### config.mk
export PLATFORM = sky130hd
export DESIGN_NAME = vlsu_mem_arbiter
export DESIGN_NICKNAME = d
export VERILOG_FILES = /design/src/rtl/vect_pkg.sv /design/src/rtl/vlsu_mem_arbiter.sv
export SDC_FILE = /design/constraint.sdc
export NUM_CORES = 1
export LEC_CHECK = 0
export CAP_MARGIN = 20
export CORE_AREA = 2 2 109 111
export DETAILED_ROUTE_END_ITERATION = 6
export DIE_AREA = 0 0 111 113
export GPL_TIMING_DRIVEN = 0
export SETUP_SLACK_MARGIN = 0.05
export SKIP_LAST_GASP = 1
export SYNTH_ARGS = -nofsm -noshare
export SYNTH_HDL_FRONTEND = slang
export SYNTH_SLANG_ARGS = --single-unit
export TNS_END_PERCENT = 100
### constraint.sdc
create_clock -name clk_i -period 2.4 [get_ports clk_i]
set_input_delay 0.36 -clock clk_i [delete_from_list [all_inputs] [get_ports clk_i]]
set_output_delay 0.36 -clock clk_i [all_outputs]
set_load 0.01 [all_outputs]
### src/rtl/vect_pkg.sv
`default_nettype none
// ============================================================================
// Package     : vect_pkg
// Description : Shared types and constants for the vector load/store slice.
//               Holds the memory-port arbiter state encoding and the AHB
//               response / transfer-size encodings used on the data port.
// Revision    : 1.0 - initial release
// ============================================================================
package vect_pkg;

  // Memory-port arbiter ownership states.
  typedef enum logic [1:0] {
    ARB_IDLE = 2'd0,
    ARB_M0   = 2'd1,
    ARB_M1   = 2'd2
  } arb_state_e;

  // AHB slave response encodings.
  localparam logic [1:0] HRESP_OKAY  = 2'b00;
  localparam logic [1:0] HRESP_ERROR = 2'b01;

  // Transfer size driven toward the slave when no master owns the port.
  localparam logic [2:0] HSIZE_WORD  = 3'b010;

endpackage : vect_pkg
`default_nettype wire

### src/rtl/vlsu_mem_arbiter.sv
`default_nettype none
// ============================================================================
// Module      : vlsu_mem_arbiter
// Description : Two-master arbiter sharing one AHB-style data port between
//               the scalar load/store path (master 0) and the vector
//               load/store unit (master 1). Ownership is registered and only
//               changes on beat boundaries (or when the owner stops
//               requesting). A per-grant beat counter caps how many
//               consecutive beats one master may complete while the other
//               waits; the vector unit may suppress that cap with m1_lock_i.
//               Master 0 wins simultaneous requests from idle.
//
// Ports       : clk_i, rst_i              clock, synchronous active-high reset
//               m{0,1}_req_i              transfer request, held until beat done
//               m{0,1}_haddr_i/hwrite_i/hsize_i/hwdata_i  transfer attributes
//               m1_lock_i                 vector unit asks for unbroken access
//               m{0,1}_hready_o/hresp_o   beat completion / response per master
//               hrdata_o                  slave read data, broadcast
//               hsel_o, haddr_o, hwrite_o, hsize_o, hwdata_o  toward slave
//               hrdata_i, hready_i, hresp_i                   from slave
//               grant_o                   one-hot current owner, 0 when idle
// Revision    : 1.0 - initial release
// ============================================================================
module vlsu_mem_arbiter
  import vect_pkg::*;
#(
  parameter int unsigned DATA_WIDTH = 32,
  parameter int unsigned MAX_BURST  = 4
) (
  input  logic                  clk_i,
  input  logic                  rst_i,
  // master 0: scalar core
  input  logic                  m0_req_i,
  input  logic [DATA_WIDTH-1:0] m0_haddr_i,
  input  logic                  m0_hwrite_i,
  input  logic [2:0]            m0_hsize_i,
  input  logic [DATA_WIDTH-1:0] m0_hwdata_i,
  output logic                  m0_hready_o,
  output logic [1:0]            m0_hresp_o,
  // master 1: vector load/store unit
  input  logic                  m1_req_i,
  input  logic [DATA_WIDTH-1:0] m1_haddr_i,
  input  logic                  m1_hwrite_i,
  input  logic [2:0]            m1_hsize_i,
  input  logic [DATA_WIDTH-1:0] m1_hwdata_i,
  input  logic                  m1_lock_i,
  output logic                  m1_hready_o,
  output logic [1:0]            m1_hresp_o,
  // shared read data
  output logic [DATA_WIDTH-1:0] hrdata_o,
  // toward the slave
  output logic                  hsel_o,
  output logic [DATA_WIDTH-1:0] haddr_o,
  output logic                  hwrite_o,
  output logic [2:0]            hsize_o,
  output logic [DATA_WIDTH-1:0] hwdata_o,
  // from the slave
  input  logic [DATA_WIDTH-1:0] hrdata_i,
  input  logic                  hready_i,
  input  logic [1:0]            hresp_i,
  // debug / performance
  output logic [1:0]            grant_o
);

  localparam int unsigned      CNT_W     = $clog2(MAX_BURST) + 1;
  localparam logic [CNT_W-1:0] CNT_LIMIT = CNT_W'(MAX_BURST - 1);
  localparam logic [CNT_W-1:0] CNT_SAT   = CNT_W'(MAX_BURST);

  arb_state_e       state_q, state_d;
  logic [CNT_W-1:0] beat_cnt_q, beat_cnt_d;

  logic cur_req;     // request of the current owner
  logic oth_req;     // request of the other master
  logic beat_done;   // owner's beat completes this cycle
  logic lock_active; // fairness cap suppressed for this owner
  logic limit_hit;   // this completion exhausts the owner's burst allowance

  // --------------------------------------------------------------------------
  // Next-state and beat counter
  // --------------------------------------------------------------------------
  always_comb begin
    state_d     = state_q;
    beat_cnt_d  = beat_cnt_q;
    cur_req     = 1'b0;
    oth_req     = 1'b0;

    unique case (state_q)
      ARB_M0: begin
        cur_req = m0_req_i;
        oth_req = m1_req_i;
      end
      ARB_M1: begin
        cur_req = m1_req_i;
        oth_req = m0_req_i;
      end
      default: begin
        cur_req = 1'b0;
        oth_req = 1'b0;
      end
    endcase

    beat_done   = (state_q != ARB_IDLE) && cur_req && hready_i;
    lock_active = (state_q == ARB_M1) && m1_lock_i;
    // '>=' rather than '==': after a locked run the counter sits saturated at
    // MAX_BURST, and the cap must still bite once the lock is released.
    limit_hit   = beat_done && (beat_cnt_q >= CNT_LIMIT) && !lock_active;

    unique case (state_q)
      ARB_IDLE: begin
        if (m0_req_i) begin
          state_d = ARB_M0;
        end else if (m1_req_i) begin
          state_d = ARB_M1;
        end
      end
      ARB_M0, ARB_M1: begin
        // Ownership is only reconsidered on a beat boundary or when the
        // owner has nothing in flight.
        if (beat_done || !cur_req) begin
          if (oth_req && (!cur_req || limit_hit)) begin
            state_d = (state_q == ARB_M0) ? ARB_M1 : ARB_M0;
          end else if (!cur_req) begin
            state_d = ARB_IDLE;
          end
        end
      end
      default: begin
        state_d = ARB_IDLE;
      end
    endcase

    if ((state_q == ARB_IDLE) || (state_d != state_q)) begin
      beat_cnt_d = '0;
    end else if (beat_done && (beat_cnt_q < CNT_SAT)) begin
      beat_cnt_d = beat_cnt_q + CNT_W'(1);
    end
  end

  always_ff @(posedge clk_i) begin
    if (rst_i) begin
      state_q    <= ARB_IDLE;
      beat_cnt_q <= '0;
    end else begin
      state_q    <= state_d;
      beat_cnt_q <= beat_cnt_d;
    end
  end

  // --------------------------------------------------------------------------
  // Datapath mux and per-master responses, all steered by the registered
  // owner so a request can never reach the slave in the cycle it is raised.
  // --------------------------------------------------------------------------
  always_comb begin
    hsel_o      = 1'b0;
    haddr_o     = '0;
    hwrite_o    = 1'b0;
    hsize_o     = HSIZE_WORD;
    hwdata_o    = '0;
    m0_hready_o = 1'b0;
    m0_hresp_o  = HRESP_OKAY;
    m1_hready_o = 1'b0;
    m1_hresp_o  = HRESP_OKAY;
    grant_o     = 2'b00;

    unique case (state_q)
      ARB_M0: begin
        hsel_o      = m0_req_i;
        haddr_o     = m0_haddr_i;
        hwrite_o    = m0_hwrite_i;
        hsize_o     = m0_hsize_i;
        hwdata_o    = m0_hwdata_i;
        m0_hready_o = m0_req_i && hready_i;
        m0_hresp_o  = m0_req_i ? hresp_i : HRESP_OKAY;
        grant_o     = 2'b01;
      end
      ARB_M1: begin
        hsel_o      = m1_req_i;
        haddr_o     = m1_haddr_i;
        hwrite_o    = m1_hwrite_i;
        hsize_o     = m1_hsize_i;
        hwdata_o    = m1_hwdata_i;
        m1_hready_o = m1_req_i && hready_i;
        m1_hresp_o  = m1_req_i ? hresp_i : HRESP_OKAY;
        grant_o     = 2'b10;
      end
      default: begin
        grant_o = 2'b00;
      end
    endcase
  end

  // Read data is broadcast; each master qualifies it with its own hready.
  assign hrdata_o = hrdata_i;

endmodule : vlsu_mem_arbiter
`default_nettype wire

==> flow_summary_export.csv, run 1 <==
group,metric,value,unit
status,outcome,"complete, but fails checks",
status,violations,"setup timing",
synth,synth_compound_area_share,35.6,%
placement,postPlaceCellArea,4570,µm²
worst_hold_path,hold-path-cell-count,2,
critical_path,crit_slowest_cell,"clkdlybuf4s50_1",
synth,post-synth-top-count-cell,"a22oi_1",
routing,firstDrtPassIters,5,
critical_path,reg2reg_depth,7,
sta,clock.fmax,416,MHz
worst_hold_path,min-delay-start,"beat_cnt_q[2]",
critical_path,crit_family,"buffers and inverters",
synth,synth_top_area_share,27.9,%
synth,synthCells,266,
synth,synth_fa_ha_area_share,5.32,%
critical_path,crit_fanout,10,
synth,synth_edf_count,0,
power,leakagePower,2.15,nW
synth,synth_nets,450,
clock_tree,clockBufferDepth,2,
routing,viasPerCell,4.38,
cells_and_area,fin_cells,666,
critical_path,crit_path_end_kind,"output pin",
critical_path,path_buf_inv,4,
sta,setup_ws,-3.53,ps
placement,place_inst,660,
clock_tree,ctsHoldBuffers,0,
grt,antenna_found_initial,0,
clock_tree,cts_made_buffers,3,
sta,maxSlewViolCount,0,
sta,worst_pin_slew,430,ps
clock_tree,clock-sinks,5,
cells_and_area,fin_area,4830,µm²
synth,synth_top_area_cell,"a22oi_1",
synth,avgSynthCellArea,7.07,µm²
cells_and_area,syn2layout_area_growth,157,%
synth,muxShareOfSynthArea,1.06,%
die,die_w,111,µm
critical_path,critPathMaxStageDelay,550,ps
cells_and_area,drive_gt1_share,17.0,%
clock_tree,cts_tree,"done",
placement,gp_congestion,0.850,
die,die_area,12500,µm²
sta,period_share,100,%
synth,synth_area_leaders,"a22oi_1 (28%), nor2b_1 (23%), buf_4 (14%), dfxtp_1 (5.3%), ha_1 (5.3%)",
routing,ant_nets,0,
sta,skew,1.19,ps
power,powerDensity,240,nW/µm²
cells_and_area,nNetsFinal,708,
grt,gr-total-overflow,0,
critical_path,crit_cells,6,
sta,rsz0062_at_grt,"yes",
synth,ys_async_sr_fraction,0,%
routing,drtIter0Drc,144,
clock_tree,cts_max_level,1,
synth,yosys-top-cells-count,"a22oi_1 (70), nor2b_1 (68), buf_4 (34)",
cells_and_area,antenna_cells,0,
synth,synth_xor_area_share,0.465,%
synth,synth-seq-cells,5,
worst_hold_path,hold_class,"reg2reg",
cells_and_area,utilization,42.9,%
die,core,11300,µm²
grt,grt_max_degree,11,
power,irDropWorstVdd,0.000333,V
routing,wl_per_cell,15.5,µm
critical_path,startpoint_type,"flip-flop",
clock_tree,clock_latency,230,ps
placement,io_buffers,251,
routing,vias,2919,
critical_path,crit_chain,"inv_4, ha_4, buf_6, clkbuf_4, nor2b_1, clkdlybuf4s50_1",
sta,final.min_clock_period,2400,ps
synth,synth_top_family_by_area,"compound AO/OA/AOI/OAI gates",
die,fp.dieH,113,µm
routing,drc_errors,0,
sta,setup_viol,1,
synth,synth_ff_type,"dfxtp_1",
die,start_util,16.7,%
sta,hold_ws,548,ps
critical_path,crit_start,"state_q[1]",
synth,synthSimpleGateAreaFrac,32.2,%
critical_path,r2r_start,"beat_cnt_q[0]",
die,placementRows,39,
placement,dp.final_hpwl,8600,µm
synth,netlist_area,1880,µm²
sta,hold_violations,0,
grt,grt_util_all_layers,14.9,%
clock_tree,cts.clk_slew.worst_paths,30,ps
synth,ys_seq_area_share,5.32,%
grt,grt_pass1_vias,2911,
sta,slew_headroom,71.2,%
critical_path,path_class,"reg2out",
critical_path,cp.arrival,2040,ps
flow_run,cap_viol_max_count,0,
die,io_pins,285,
synth,ys_types,36,
critical_path,crit_required,2040,ps
clock_tree,cts_root_buf,"clkbuf_16",
synth,ys_warn_count,0,
grt,grt_pass1_wl,15400,µm
routing,finalWirelength,10300,µm
## logic make-up (layout without fill, tap and decap cells)
logic type	Yosys count	in the layout
adders and majority gates	8	8
DFF	5	5
muxes	2	2
and+or+nand+nor	97	97
buffers and inverters	65	322
AOI/OAI and AO/OA	88	88
xor gates and xnor gates	1	1
## area by class of cell
type,instances,area [µm²]
Sequential cell,5,108
Clock buffer,4,78.8
Timing Repair Buffer,253,2480
Fill cell,1166,6440
Multi-Input combinational cell,196,1470
Buffer,58,495
Tap cell,143,179
Inverter,7,31.3
## worst reg2reg max path, delay by kind of cell, from the launching register on
kind            cells  cell delay, ps
flops               1             330
compound gates      4             940
simple gates        1             100
fa+ha+maj           2             400
## per-stage QoR
step / power, mW / setup TNS [ps] / worst slack (ps)
finish: 1.16 / -3.53 / -3.53
global route: 1.23 / -97.4 / -97.4
CTS: 1.15 / -212 / -75.1
detailed placement: 0.852 / -34270 / -727
global placement: 0.844 / -32520 / -697
floorplan: 0.401 / 0 / 311
## path summary, 6_finish.rpt
| path | to | slack [ps] |
|---|---|---|
| hold / removal | beat_cnt_q[2] | 550 |
| setup reg to reg | state_q[1] | 540 |
| setup / recovery | haddr_o[14] | -4 |
| hold reg to reg | beat_cnt_q[2] | 550 |
## registers in the layout, summed over array words and instances, names as in the netlist
name	count
beat_cnt_q	3
state_q	2
## cell usage in the layout, fill, tap and decap left out, types with 4 or more instances in the layout
| cell | Yosys | final |
|---|---|---|
| a21oi_1 | 5 | 5 |
| dlygate4sd2_1 | 0 | 62 |
| clkdlybuf4s15_1 | 0 | 5 |
| a22oi_1 | 70 | 63 |
| clkdlybuf4s50_1 | 0 | 178 |
| nand2_1 | 7 | 7 |
| nor2b_1 | 68 | 68 |
| clkbuf_8 | 0 | 7 |
| clkbuf_4 | 0 | 4 |
| ha_1 | 8 | 6 |
| clkbuf_2 | 0 | 4 |
| nor3_1 | 5 | 5 |
| inv_1 | 7 | 5 |
| a22oi_2 | 0 | 7 |
| buf_6 | 0 | 5 |
| buf_4 | 34 | 38 |
| dlymetal6s2s_1 | 0 | 6 |
## power breakdown
part	internal, mW	switching [mW]	leakage [nW]
Clock	0.220	0.0547	0.0382
Sequential	0.0855	0.00572	0.0419
Combinational	0.500	0.292	2.07
## routing by layer
metal / global-route usage, % / part of all wire (%) / wire (µm) / vias up
met4: 2.08 / 0.57 / 59 / 0
met3: 2.73 / 7.1 / 729 / 6
met5: 0 / 0 / 0 / -
li1: - / - / - / 1443
met1: 17.7 / 40 / 4150 / 1307
met2: 28.4 / 52 / 5370 / 163
## repair_timing
| action | CTS | global route |
|---|---|---|
| cloned | 0 | 0 |
| setup endpoints to repair | 75 | 38 |
| setup buffers | 0 | 2 |
| resized for setup | 132 | 18 |
Power figures use the tool's default switching activity.
==> run 2: changes to the inputs <==
--- a/config.mk
+++ b/config.mk
@@ -9,7 +9,7 @@
 export CORE_AREA = 2 2 109 111
 export DETAILED_ROUTE_END_ITERATION = 6
 export DIE_AREA = 0 0 111 113
-export GPL_TIMING_DRIVEN = 0
+export PLACE_DENSITY_LB_ADDON = 0.05
 export SETUP_SLACK_MARGIN = 0.05
 export SKIP_LAST_GASP = 1
 export SYNTH_ARGS = -nofsm -noshare
==> run 2 against run 1 <==
  * The run now ends clean
  * Sequential cell count unchanged
  * Maximum frequency up 5.3%
  * Clock power hardly changed
  * Highest routed layer unchanged
==> flow_summary_export.csv, run 2 (synthesized netlist as in run 1, its figures left out) <==
group,metric,value,unit
status,outcome,"completed",
sta,setup_viol,0,
clock_tree,ctsHoldBuffers,0,
power,p_int,760,µW
sta,rsz0062_at_grt,"yes",
sta,final.min_clock_period,2280,ps
power,leakagePower,1.84,nW
die,die_w,111,µm
sta,hold_ws,547,ps
grt,grt_pass1_vias,2659,
critical_path,crit_path_end_kind,"output pin",
sta,skew,0.699,ps
critical_path,startpoint_type,"flip-flop",
cells_and_area,regMostFlops,"beat_cnt_q",
clock_tree,cts.clk_slew.worst_paths,30,ps
power,power.share.clock,25.5,%
placement,gp_congestion,0.851,
routing,viasPerCell,4.47,
critical_path,crit_fanout,32,
routing,finalWirelength,10900,µm
routing,drtIter0Drc,133,
cells_and_area,drive_gt1_share,9.91,%
clock_tree,cts_root_buf,"clkbuf_16",
critical_path,path_class,"reg2out",
sta,setup_tns,0,ps
cells_and_area,reg_top3,"beat_cnt_q x3, state_q x2",
die,fp.dieH,113,µm
power,switching_share,29.6,%
cells_and_area,antenna_cells,0,
die,die_area,12500,µm²
clock_tree,clock-sinks,5,
cells_and_area,syn2layout_area_growth,131,%
die,start_util,16.7,%
cells_and_area,final_cell_mix,"clkdlybuf4s50_1 (186), a22oi_1 (70), nor2b_1 (68), dlygate4sd2_1 (18), dlymetal6s2s_1 (16)",
sta,hold_violations,0,
die,placementRows,39,
placement,post-place-ws,93.2,ps
sta,clock.fmax,438,MHz
grt,grt_pass1_wl,16300,µm
sta,period_share,95.1,%
cells_and_area,nNetsFinal,639,
die,io_pins,285,
sta,setup_ws,118,ps
power,seq_power_share,8.4,%
power,powerDensity,249,nW/µm²
grt,antenna_found_initial,0,
power,irDropWorstVdd,0.000274,V
power,switchingPower,319,µW
routing,wl_per_cell,18.3,µm
cells_and_area,largest_reg_flops,3,
placement,io_buffers,220,
clock_tree,cts_max_level,1,
placement,dp.final_hpwl,8760,µm
sta,slew_headroom,68.8,%
routing,ant_nets,0,
cells_and_area,layout_commonest_cell,"clkdlybuf4s50_1",
critical_path,cp.arrival,1920,ps
critical_path,ff2ff_setup_slack,330,ps
routing,firstDrtPassIters,4,
routing,vias,2666,
worst_hold_path,hold_class,"reg2reg",
critical_path,crit_required,2040,ps
routing,drc_errors,0,
grt,grt_max_degree,33,
sta,maxSlewViolCount,0,
grt,gr-total-overflow,0,
flow_run,cap_viol_max_count,0,
grt,grt_util_all_layers,16.5,%
clock_tree,clock_latency,230,ps
die,core,11300,µm²
clock_tree,clockBufferDepth,2,
power,combPwrFrac,66.1,%
sta,worst_pin_slew,466,ps
cells_and_area,utilization,38.5,%
clock_tree,cts_made_buffers,3,
clock_tree,cts_tree,"done",
[run 2: worst paths after layout]
path	startpoint	endpoint	cells after the start
hold / removal	beat_cnt_q[2]	beat_cnt_q[2]	2
hold reg to reg	beat_cnt_q[2]	beat_cnt_q[2]	2
setup reg to reg	state_q[0]	beat_cnt_q[2]	8
setup / recovery	state_q[1]	haddr_o[23]	5
[run 2: power by group through the flow]
stage	registers, mW	clock network, mW	logic [mW]
after floorplan	0.0904	0	0.310
after detailed placement	0.0892	0	0.681
final	0.0904	0.276	0.713
after global routing	0.0905	0.284	0.769
after CTS	0.0901	0.280	0.719
after global placement	0.0889	0	0.681
[run 2: through the flow]
stage          area [µm²]  std cells  power (mW)
2_1_floorplan        1880        266       0.401
3_3_place_gp         4100        588       0.770
3_5_place_dp         4100        588       0.771
4_1_cts              4280        596        1.09
5_1_grt              4340        597        1.14
6_report             4340        597        1.08
[run 2: routing by layer]
layer	up-vias	GRT usage [%]	share of wire, %
met5	-	0	0
met4	0	2.75	0.73
met3	14	2.52	4.6
met2	103	31.9	55
met1	1246	19.4	40
li1	1303	-	-
[run 2: layout make-up]
| class | instances | area, µm² |
|---|---|---|
| Fill cell | 1172 | 6930 |
| Timing Repair Buffer | 242 | 2510 |
| Multi-Input combinational cell | 196 | 1440 |
| Tap cell | 143 | 179 |
| Sequential cell | 5 | 103 |
| Clock buffer | 4 | 78.8 |
| Inverter | 7 | 28.8 |
[run 2: what timing repair did]
item	4_1_cts	5_1_grt
buffers inserted	2	1
gates resized for setup	29	19
gates cloned	2	0
endpoints found under the setup margin	69	35
pin swaps	1	1
[run 2: worst max-delay path: stages (launching register included)]
cell,delay [ps]
dfxtp_2,360
inv_2,90
ha_4,320
buf_12,180
nor2b_1,170
clkdlybuf4s50_1,550
